$ cat config.mk
export PLATFORM = sky130hd
export DESIGN_NAME = des_key_schedule
export DESIGN_NICKNAME = d
export VERILOG_FILES = /design/src/rtl/des_key_schedule.sv
export SDC_FILE = /design/constraint.sdc
export NUM_CORES = 1
export LEC_CHECK = 0
export BUFFER_PORTS_ARGS = -buffer_cell sky130_fd_sc_hd__buf_2
export CORE_MARGIN = 5
export CORE_UTILIZATION = 50
export DETAILED_ROUTE_END_ITERATION = 7
export PLACE_DENSITY = 0.74
export SLEW_MARGIN = 20
export SYNTH_ARGS = -nofsm -noshare
export SYNTH_HDL_FRONTEND = slang
export SYNTH_SLANG_ARGS = --single-unit
$ cat constraint.sdc
create_clock -name clk -period 2.5 [get_ports clk]
set_input_delay 0.125 -clock clk [delete_from_list [all_inputs] [get_ports clk]]
set_output_delay 0.125 -clock clk [all_outputs]
set_load 0.02 [all_outputs]
$ cat src/rtl/des_key_schedule.sv
// DES key schedule: PC-1/PC-2 wiring plus rotating C/D registers, one subkey per handshake.
// Optional odd-parity key check is enabled by defining DES_KEY_PARITY_CHECK_EN.
module des_key_schedule (
    input  logic        clk,
    input  logic        reset_n,
    input  logic [63:0] key_i,
    input  logic        decrypt_i,
    input  logic        start_i,
    input  logic        subkey_ready_i,
    output logic [47:0] subkey_o,
    output logic        subkey_valid_o,
    output logic [3:0]  round_o,
    output logic        busy_o,
    output logic        done_o,
    output logic        key_err_o
);

    typedef enum logic {IDLE, RUN} state_t;

    localparam logic [6:0] PC1_TBL [56] = '{
        7'd57, 7'd49, 7'd41, 7'd33, 7'd25, 7'd17, 7'd9,
        7'd1,  7'd58, 7'd50, 7'd42, 7'd34, 7'd26, 7'd18,
        7'd10, 7'd2,  7'd59, 7'd51, 7'd43, 7'd35, 7'd27,
        7'd19, 7'd11, 7'd3,  7'd60, 7'd52, 7'd44, 7'd36,
        7'd63, 7'd55, 7'd47, 7'd39, 7'd31, 7'd23, 7'd15,
        7'd7,  7'd62, 7'd54, 7'd46, 7'd38, 7'd30, 7'd22,
        7'd14, 7'd6,  7'd61, 7'd53, 7'd45, 7'd37, 7'd29,
        7'd21, 7'd13, 7'd5,  7'd28, 7'd20, 7'd12, 7'd4
    };

    localparam logic [5:0] PC2_TBL [48] = '{
        6'd14, 6'd17, 6'd11, 6'd24, 6'd1,  6'd5,
        6'd3,  6'd28, 6'd15, 6'd6,  6'd21, 6'd10,
        6'd23, 6'd19, 6'd12, 6'd4,  6'd26, 6'd8,
        6'd16, 6'd7,  6'd27, 6'd20, 6'd13, 6'd2,
        6'd41, 6'd52, 6'd31, 6'd37, 6'd47, 6'd55,
        6'd30, 6'd40, 6'd51, 6'd45, 6'd33, 6'd48,
        6'd44, 6'd49, 6'd39, 6'd56, 6'd34, 6'd53,
        6'd46, 6'd42, 6'd50, 6'd36, 6'd29, 6'd32
    };

    function automatic logic [55:0] pc1(input logic [63:0] k);
        logic [55:0] r;
        r = '0;
        for (int i = 0; i < 56; i++)
            r[55-i] = k[6'(7'd64 - PC1_TBL[i])];
        return r;
    endfunction

    function automatic logic [47:0] pc2(input logic [55:0] cd);
        logic [47:0] r;
        r = '0;
        for (int i = 0; i < 48; i++)
            r[47-i] = cd[6'd56 - PC2_TBL[i]];
        return r;
    endfunction

    function automatic logic [27:0] rol(input logic [27:0] x,
                                        input logic two);
        return two ? {x[25:0], x[27:26]} : {x[26:0], x[27]};
    endfunction

    function automatic logic [27:0] ror(input logic [27:0] x,
                                        input logic two);
        return two ? {x[1:0], x[27:2]} : {x[0], x[27:1]};
    endfunction

    state_t      state_q, state_d;
    logic [27:0] c_q, d_q, c_d, d_d;
    logic [3:0]  round_q, round_d;
    logic        dec_q, dec_d;
    logic        done_q, done_d;
    logic [55:0] cd0;
    logic [3:0]  sched_idx;
    logic        two;
    logic        parity_ok;
    logic        start_acc;
    logic        xfer;
    logic        last;

`ifdef DES_KEY_PARITY_CHECK_EN
    logic err_q;

    always_comb begin
        parity_ok = 1'b1;
        for (int b = 0; b < 8; b++)
            if (!(^key_i[8*b +: 8]))
                parity_ok = 1'b0;
    end

    always_ff @(posedge clk or negedge reset_n) begin
        if (!reset_n)
            err_q <= 1'b0;
        else if (start_acc)
            err_q <= 1'b0;
        else if (state_q == IDLE && start_i)
            err_q <= 1'b1;
    end

    assign key_err_o = err_q;
`else
    logic unused_parity_bits;

    assign unused_parity_bits = ^(key_i & 64'h0101010101010101);
    assign parity_ok = 1'b1;
    assign key_err_o = 1'b0;
`endif

    assign start_acc = (state_q == IDLE) && start_i && parity_ok;
    assign xfer      = (state_q == RUN) && subkey_ready_i;
    assign last      = (round_q == 4'd15);
    assign cd0       = pc1(key_i);

    // Decrypt walks the encrypt schedule backwards from round 16.
    assign sched_idx = dec_q ? 4'd15 - round_q : round_q + 4'd1;

    always_comb begin
        unique case (sched_idx)
            4'd0, 4'd1, 4'd8, 4'd15: two = 1'b0;
            default:                 two = 1'b1;
        endcase
    end

    always_ff @(posedge clk or negedge reset_n) begin
        if (!reset_n) begin
            state_q <= IDLE;
            c_q     <= '0;
            d_q     <= '0;
            round_q <= '0;
            dec_q   <= 1'b0;
            done_q  <= 1'b0;
        end else begin
            state_q <= state_d;
            c_q     <= c_d;
            d_q     <= d_d;
            round_q <= round_d;
            dec_q   <= dec_d;
            done_q  <= done_d;
        end
    end

    always_comb begin
        state_d = state_q;
        unique case (state_q)
            IDLE: if (start_acc) state_d = RUN;
            RUN:  if (xfer && last) state_d = IDLE;
            default: state_d = IDLE;
        endcase
    end

    always_comb begin
        c_d     = c_q;
        d_d     = d_q;
        round_d = round_q;
        dec_d   = dec_q;
        done_d  = 1'b0;
        if (start_acc) begin
            dec_d   = decrypt_i;
            round_d = '0;
            if (decrypt_i) begin
                c_d = cd0[55:28];
                d_d = cd0[27:0];
            end else begin
                c_d = rol(cd0[55:28], 1'b0);
                d_d = rol(cd0[27:0], 1'b0);
            end
        end else if (xfer) begin
            if (last) begin
                done_d = 1'b1;
            end else begin
                round_d = round_q + 4'd1;
                c_d = dec_q ? ror(c_q, two) : rol(c_q, two);
                d_d = dec_q ? ror(d_q, two) : rol(d_q, two);
            end
        end
    end

    always_comb begin
        subkey_o       = pc2({c_q, d_q});
        subkey_valid_o = (state_q == RUN);
        busy_o         = (state_q == RUN);
        round_o        = round_q;
        done_o         = done_q;
    end

endmodule

==> qor.yml, run 1 <==
outcome: "complete, no violations"
yosysTopAreaCellShare_pct: 24.9
grt_pass1_vias: 5762
ys.flop_type: "dfrtp_1"
slew_viol_final: 0
ys_top_cells_by_area: "dfrtp_1 25%, mux2i_1 18%, mux2_2 10%"
dp_slack_ns: 0.0951
cts_buffers: 9
cts_sinks: 63
yosys_warnings: 0
multiInputGateArea_sq_um: 4070
drive_gt1_share_pct: 30.3
start_util_pct: 50.6
p_per_area_nw_per_um2: 1390
cp_cell_sequence: "ha_1, o21a_1, o22ai_4, buf_12, mux2i_1, o221ai_1, o32a_1"
hold_path_class: "primary input to register"
synth_area_leader_cell: "dfrtp_1"
dieArea_sq_um: 15000
placementRows: 41
synth_seq_cells: 63
vias: 6038
grt_first_pass_wirelength_mm: 29.5
setup-tns-final_ns: 0
port_buffers: 115
core_sq_um: 12500
pin_count: 125
synthesis.nets: 798
netlist_area_sq_um: 6330
area_growth_pct: 12.5
clk_path_buf_depth: 2
path_clk_slew_ns: 0.05
dp_hpwl_mm: 12.0
cts-root-buf: "clkbuf_16"
worstSetupPathType: "register to register"
cts.repair.resized: 0
required_ns: 2.71
nFillCells: 1153
via_per_inst: 6.46
clk_latency_ns: 0.34
dieHeight_um: 123
fmax_ghz: 0.419
avgSynthCellArea_sq_um: 8.70
period_needed_ns: 2.39
fin_skew_ns: 0.00536
worst_pin_slew_ns: 0.654
cts_tree: "built"
rsz0062_at_grt: "false"
start_kind: "register"
finalHoldViolCount: 0
remaining_drc_errors: 0
reg2reg_setup_slack_ns: 0.11
htreeDepth: 3
relSlewSlack_pct: 56.4
cap_viol_max_count: 0
nNetsFinal: 828
track_usage_pct: 24.3
gp_congestion: 0.846
synth_edf_count: 0
final_antenna_net_count: 0
synthCells: 728
setup-violations-final: 0
vdd_drop_max_v: 0.000688
setup_slack_ns: 0.111
path_max_fanout: 28
grt_max_degree: 60
synth.distinct_cells: 34
routed_wl_mm: 18.4
area.sequential_sq_um: 1580
cp.arrival_ns: 2.60
antenna_cells: 0
leakage_nw: 3.39
end_kind: "register"
wl_per_cell_um: 19.7
async_reset_ff_share_pct: 100
drtIter0Drc: 536
fp.dieW_um: 123
synth_most_common_cell: "mux2i_1"
antenna_found_initial: 0
crit_slowest_cell: "dfrtp_1"
max_stage_delay_ns: 0.39
synth-seq-area-share_pct: 24.9
grt_remaining_overflow: 0
synth.cells.most_frequent: "114 x mux2i_1, 86 x nor2_1, 63 x dfrtp_1"
dr.pass1.iters: 5
period_share_pct: 95.6
==> power breakdown <==
group	total (W)	switching (W)	internal, W
registers	0.00250	0.000988	0.00152
logic	0.00610	0.00338	0.00272
clock network	0.00128	0.000464	0.000819
total	0.00989	0.00483	0.00505
==> state kept, by name, indices dropped and copies added (netlist names) <==
register	count
c_q	28
busy_o	1
done_o	1
round_o	4
d_q	28
dec_q	1
==> layout by cell type (no fill, tap or decap), types with 2 or more instances in the layout <==
master,instances
nand3_1,30
xor2_1,2
clkbuf_8,2
a21oi_1,56
nand2_1,40
o221a_2,5
mux2i_1,113
o221a_1,8
buf_12,10
a31oi_4,2
a31oi_1,13
clkbuf_16,10
o221ai_1,43
o32a_1,43
buf_2,114
nor2_1,86
mux2_2,57
o21ai_0,5
and3_1,18
dfrtp_1,63
nor2b_4,2
buf_4,21
==> cells by family (layout without fill, tap and decap cells) <==
group | after synthesis | in the layout | synth area share (%)
multiplexers | 171 | 171 | 28.2
XOR/XNOR | 3 | 3 | 0.415
AO/OA/AOI/OAI | 178 | 178 | 21.9
buffers and inverters | 129 | 163 | 11.8
other | 1 | 1 | 0.0592
adder cells (fa/ha/maj) | 1 | 1 | 0.198
flip-flops | 63 | 63 | 24.9
AND/OR/NAND/NOR | 182 | 182 | 12.5
==> layout make-up <==
type | instances | area share, %
Clock inverter | 3 | 0.597
Multi-Input combinational cell | 536 | 57.1
Timing Repair Buffer | 147 | 13.5
Tap cell | 172 | 3.02
Clock buffer | 12 | 3.60
Inverter | 1 | 0.0527
Sequential cell | 63 | 22.1
==> path summary, 6_finish.rpt <==
kind,startpoint,depth (start not counted),end
max in group asynchronous,reset_n,3,c_q[25]
min in group asynchronous,reset_n,2,d_q[17]
hold / removal,start_i,3,busy_o
setup reg to reg,round_o[0],7,d_q[26]
setup / recovery,round_o[0],7,d_q[26]
hold reg to reg,d_q[19],1,d_q[19]
==> layer usage <==
layer / GRT usage, % / share of wire, %
met1: 32.2 / 43
met2: 38.3 / 47
met3: 6.68 / 8.7
met4: 7.98 / 2.1
met5: 0 / 0
==> worst max-delay path, delay by kind of cell, from the launching register on <==
family	cells	cell delay, ns
muxes	1	0.24
adders and majority gates	1	0.28
AOI/OAI and AO/OA	4	1.07
DFF	1	0.39
buffers and inverters	1	0.28
==> metrics by stage <==
| stage | instances | util [%] | power (W) | area, sq um | hold slack, ns |
|---|---|---|---|---|---|
| global route | 934 | 56.9 | 0.0105 | 7130 | 0.0392 |
| detailed placement | 915 | 54.0 | 0.00847 | 6760 | 0.335 |
| global placement | 915 | 54.0 | 0.00826 | 6760 | 0.334 |
| floorplan | 728 | - | 0.00723 | 6330 | -0.171 |
| CTS | 931 | 56.5 | 0.00979 | 7070 | 0.0119 |
| finish | 934 | 56.9 | 0.00989 | 7130 | 0.0187 |
==> what timing repair did <==
item	CTS	global route
hold endpoints to repair	38	0
hold buffers	1	0
setup buffers	0	2
setup endpoints to repair	0	3
(Power assumes the default switching activity.)
==> run 2: changes to the inputs <==
--- a/config.mk
+++ b/config.mk
@@ -7,9 +7,9 @@
 export LEC_CHECK = 0
 export BUFFER_PORTS_ARGS = -buffer_cell sky130_fd_sc_hd__buf_2
 export CORE_MARGIN = 5
-export CORE_UTILIZATION = 50
+export CORE_UTILIZATION = 40
 export DETAILED_ROUTE_END_ITERATION = 7
-export PLACE_DENSITY = 0.74
+export PLACE_DENSITY = 0.62
 export SLEW_MARGIN = 20
 export SYNTH_ARGS = -nofsm -noshare
 export SYNTH_HDL_FRONTEND = slang
==> run 2 against run 1 <==
Net effect:
- global-route usage down 3.5 points
- fmax up 1.9%
- clock power down 5%
- highest routed layer unchanged
==> qor.yml, run 2 (synthesis gave the netlist of run 1 again) <==
outcome: "complete, no violations"
finalPower_w: 0.00985
relSlewSlack_pct: 52.3
pin_count: 125
cts-root-buf: "clkbuf_16"
min_path_cells: 3
slew_viol_final: 0
grt_use_met2_pct: 30.5
finalHoldViolCount: 0
met3_usage_pct: 3.00
end_kind: "register"
wl_per_cell_um: 19.5
min_from: "start_i"
setup-violations-final: 0
dieHeight_um: 136
port_buffers: 115
use_met1_pct: 30.8
drtIter0Drc: 500
fin_skew_ns: 0.00546
fp.dieW_um: 136
cp.arrival_ns: 2.55
rsz0062_at_grt: "false"
dieArea_sq_um: 18400
setup_slack_ns: 0.156
antenna_cells: 0
start_util_pct: 40.3
grt.busiest_layer: "met1"
htreeDepth: 3
worst_pin_slew_ns: 0.716
cap_viol_max_count: 0
path_max_fanout: 10
nNetsFinal: 833
placementRows: 46
hold_path_end: "busy_o"
period_needed_ns: 2.34
final_common_cell: "buf_2"
design_area_sq_um: 7220
core_sq_um: 15700
p_per_area_nw_per_um2: 1360
path_clk_slew_ns: 0.06
cts_sinks: 63
final_antenna_net_count: 0
grt_first_pass_wirelength_mm: 30.8
routed_wl_mm: 19.2
clk_path_buf_depth: 2
dr.pass1.iters: 5
fmax_ghz: 0.427
clk_latency_ns: 0.34
drive_gt1_share_pct: 30.8
vdd_drop_max_v: 0.000653
remaining_drc_errors: 0
r2r_start: "round_o[0]"
cts_setup_buffers: 0
gp_congestion: 0.812
reg2reg_depth: 8
r2r-end: "d_q[24]"
setup-tns-final_ns: 0
cts_tree: "built"
dp_slack_ns: 0.0969
vias: 5848
antenna_found_initial: 0
dpl_cell_area_sq_um: 6910
hold_path_class: "primary input to register"
area_growth_pct: 14.0
grt_remaining_overflow: 0
grt_max_degree: 60
leakage_nw: 3.41
start_kind: "register"
track_usage_pct: 20.7
dp_hpwl_mm: 13.0
grt_pass1_vias: 5614
cts_buffers: 9
period_share_pct: 93.7
mostFrequentLayoutCells: "115 x buf_2, 113 x mux2i_1, 86 x nor2_1"
worstSetupPathType: "register to register"
required_ns: 2.71
via_per_inst: 5.96
reg2reg_setup_slack_ns: 0.16
## run 2: cell count changes in the layout (fill, tap and decap cells not counted), sizes merged
| cell | change |
|---|---|
| clkinvlp | -1 |
| clkinv | -1 |
| bufinv | -1 |
| clkbuf | +1 |
| buf | +6 |
## run 2: worst max-delay path by stage
stage                from      end  depth (start not counted)  slack (ns)
6_report       round_o[0]  d_q[24]                          8        0.16
5_1_grt        round_o[0]  d_q[24]                          8        0.04
4_1_cts        round_o[0]  d_q[27]                          7        0.09
3_5_place_dp   round_o[0]  d_q[27]                          7         0.1
3_3_place_gp   round_o[0]   d_q[5]                          7        0.13
2_1_floorplan  round_o[0]   d_q[3]                          8        0.13
## run 2: final cells by class
class / instances / area, sq um
flip-flops and latches: 63 / 1580
inverters: 1 / 3.75
well taps: 216 / 270
fillers: 1549 / 8490
multi-input cells: 536 / 4070
clock buffers: 14 / 284
repair buffers: 152 / 1010
## run 2: critical path, stage by stage (launching register included)
cell and delay (ns):
dfrtp_1 0.38, ha_2 0.23, xor2_1 0.20, a31oi_4 0.33
buf_12 0.20, buf_4 0.17, mux2i_1 0.18, o221ai_1 0.14
o32a_1 0.38
## run 2: metal layers
layer	wire length (um)	vias up
li1	-	2776
met1	9300	2872
met2	8580	177
met3	940	23
met4	332	0
met5	0	-
## run 2: through the flow
| stage | hold WS (ns) | cells | util, % |
|---|---|---|---|
| 4_1_cts | 0.0144 | 982 | 45.9 |
| 3_3_place_gp | 0.210 | 967 | 44.0 |
| 6_report | 0.0213 | 982 | 45.9 |
| 5_1_grt | 0.0613 | 982 | 45.9 |
| 3_5_place_dp | 0.220 | 967 | 44.0 |
| 2_1_floorplan | -0.171 | 728 | - |
## run 2: report_power, final
part           internal, W  switching, W
combinational      0.00274       0.00339
sequential         0.00152      0.000984
clock             0.000769      0.000444
## run 2: timing repair
action | in CTS | in global routing
hold endpoints to repair | 26 | 0
hold buffers | 1 | 0
resized for setup | 0 | 3
endpoints found under the setup margin | 0 | 7
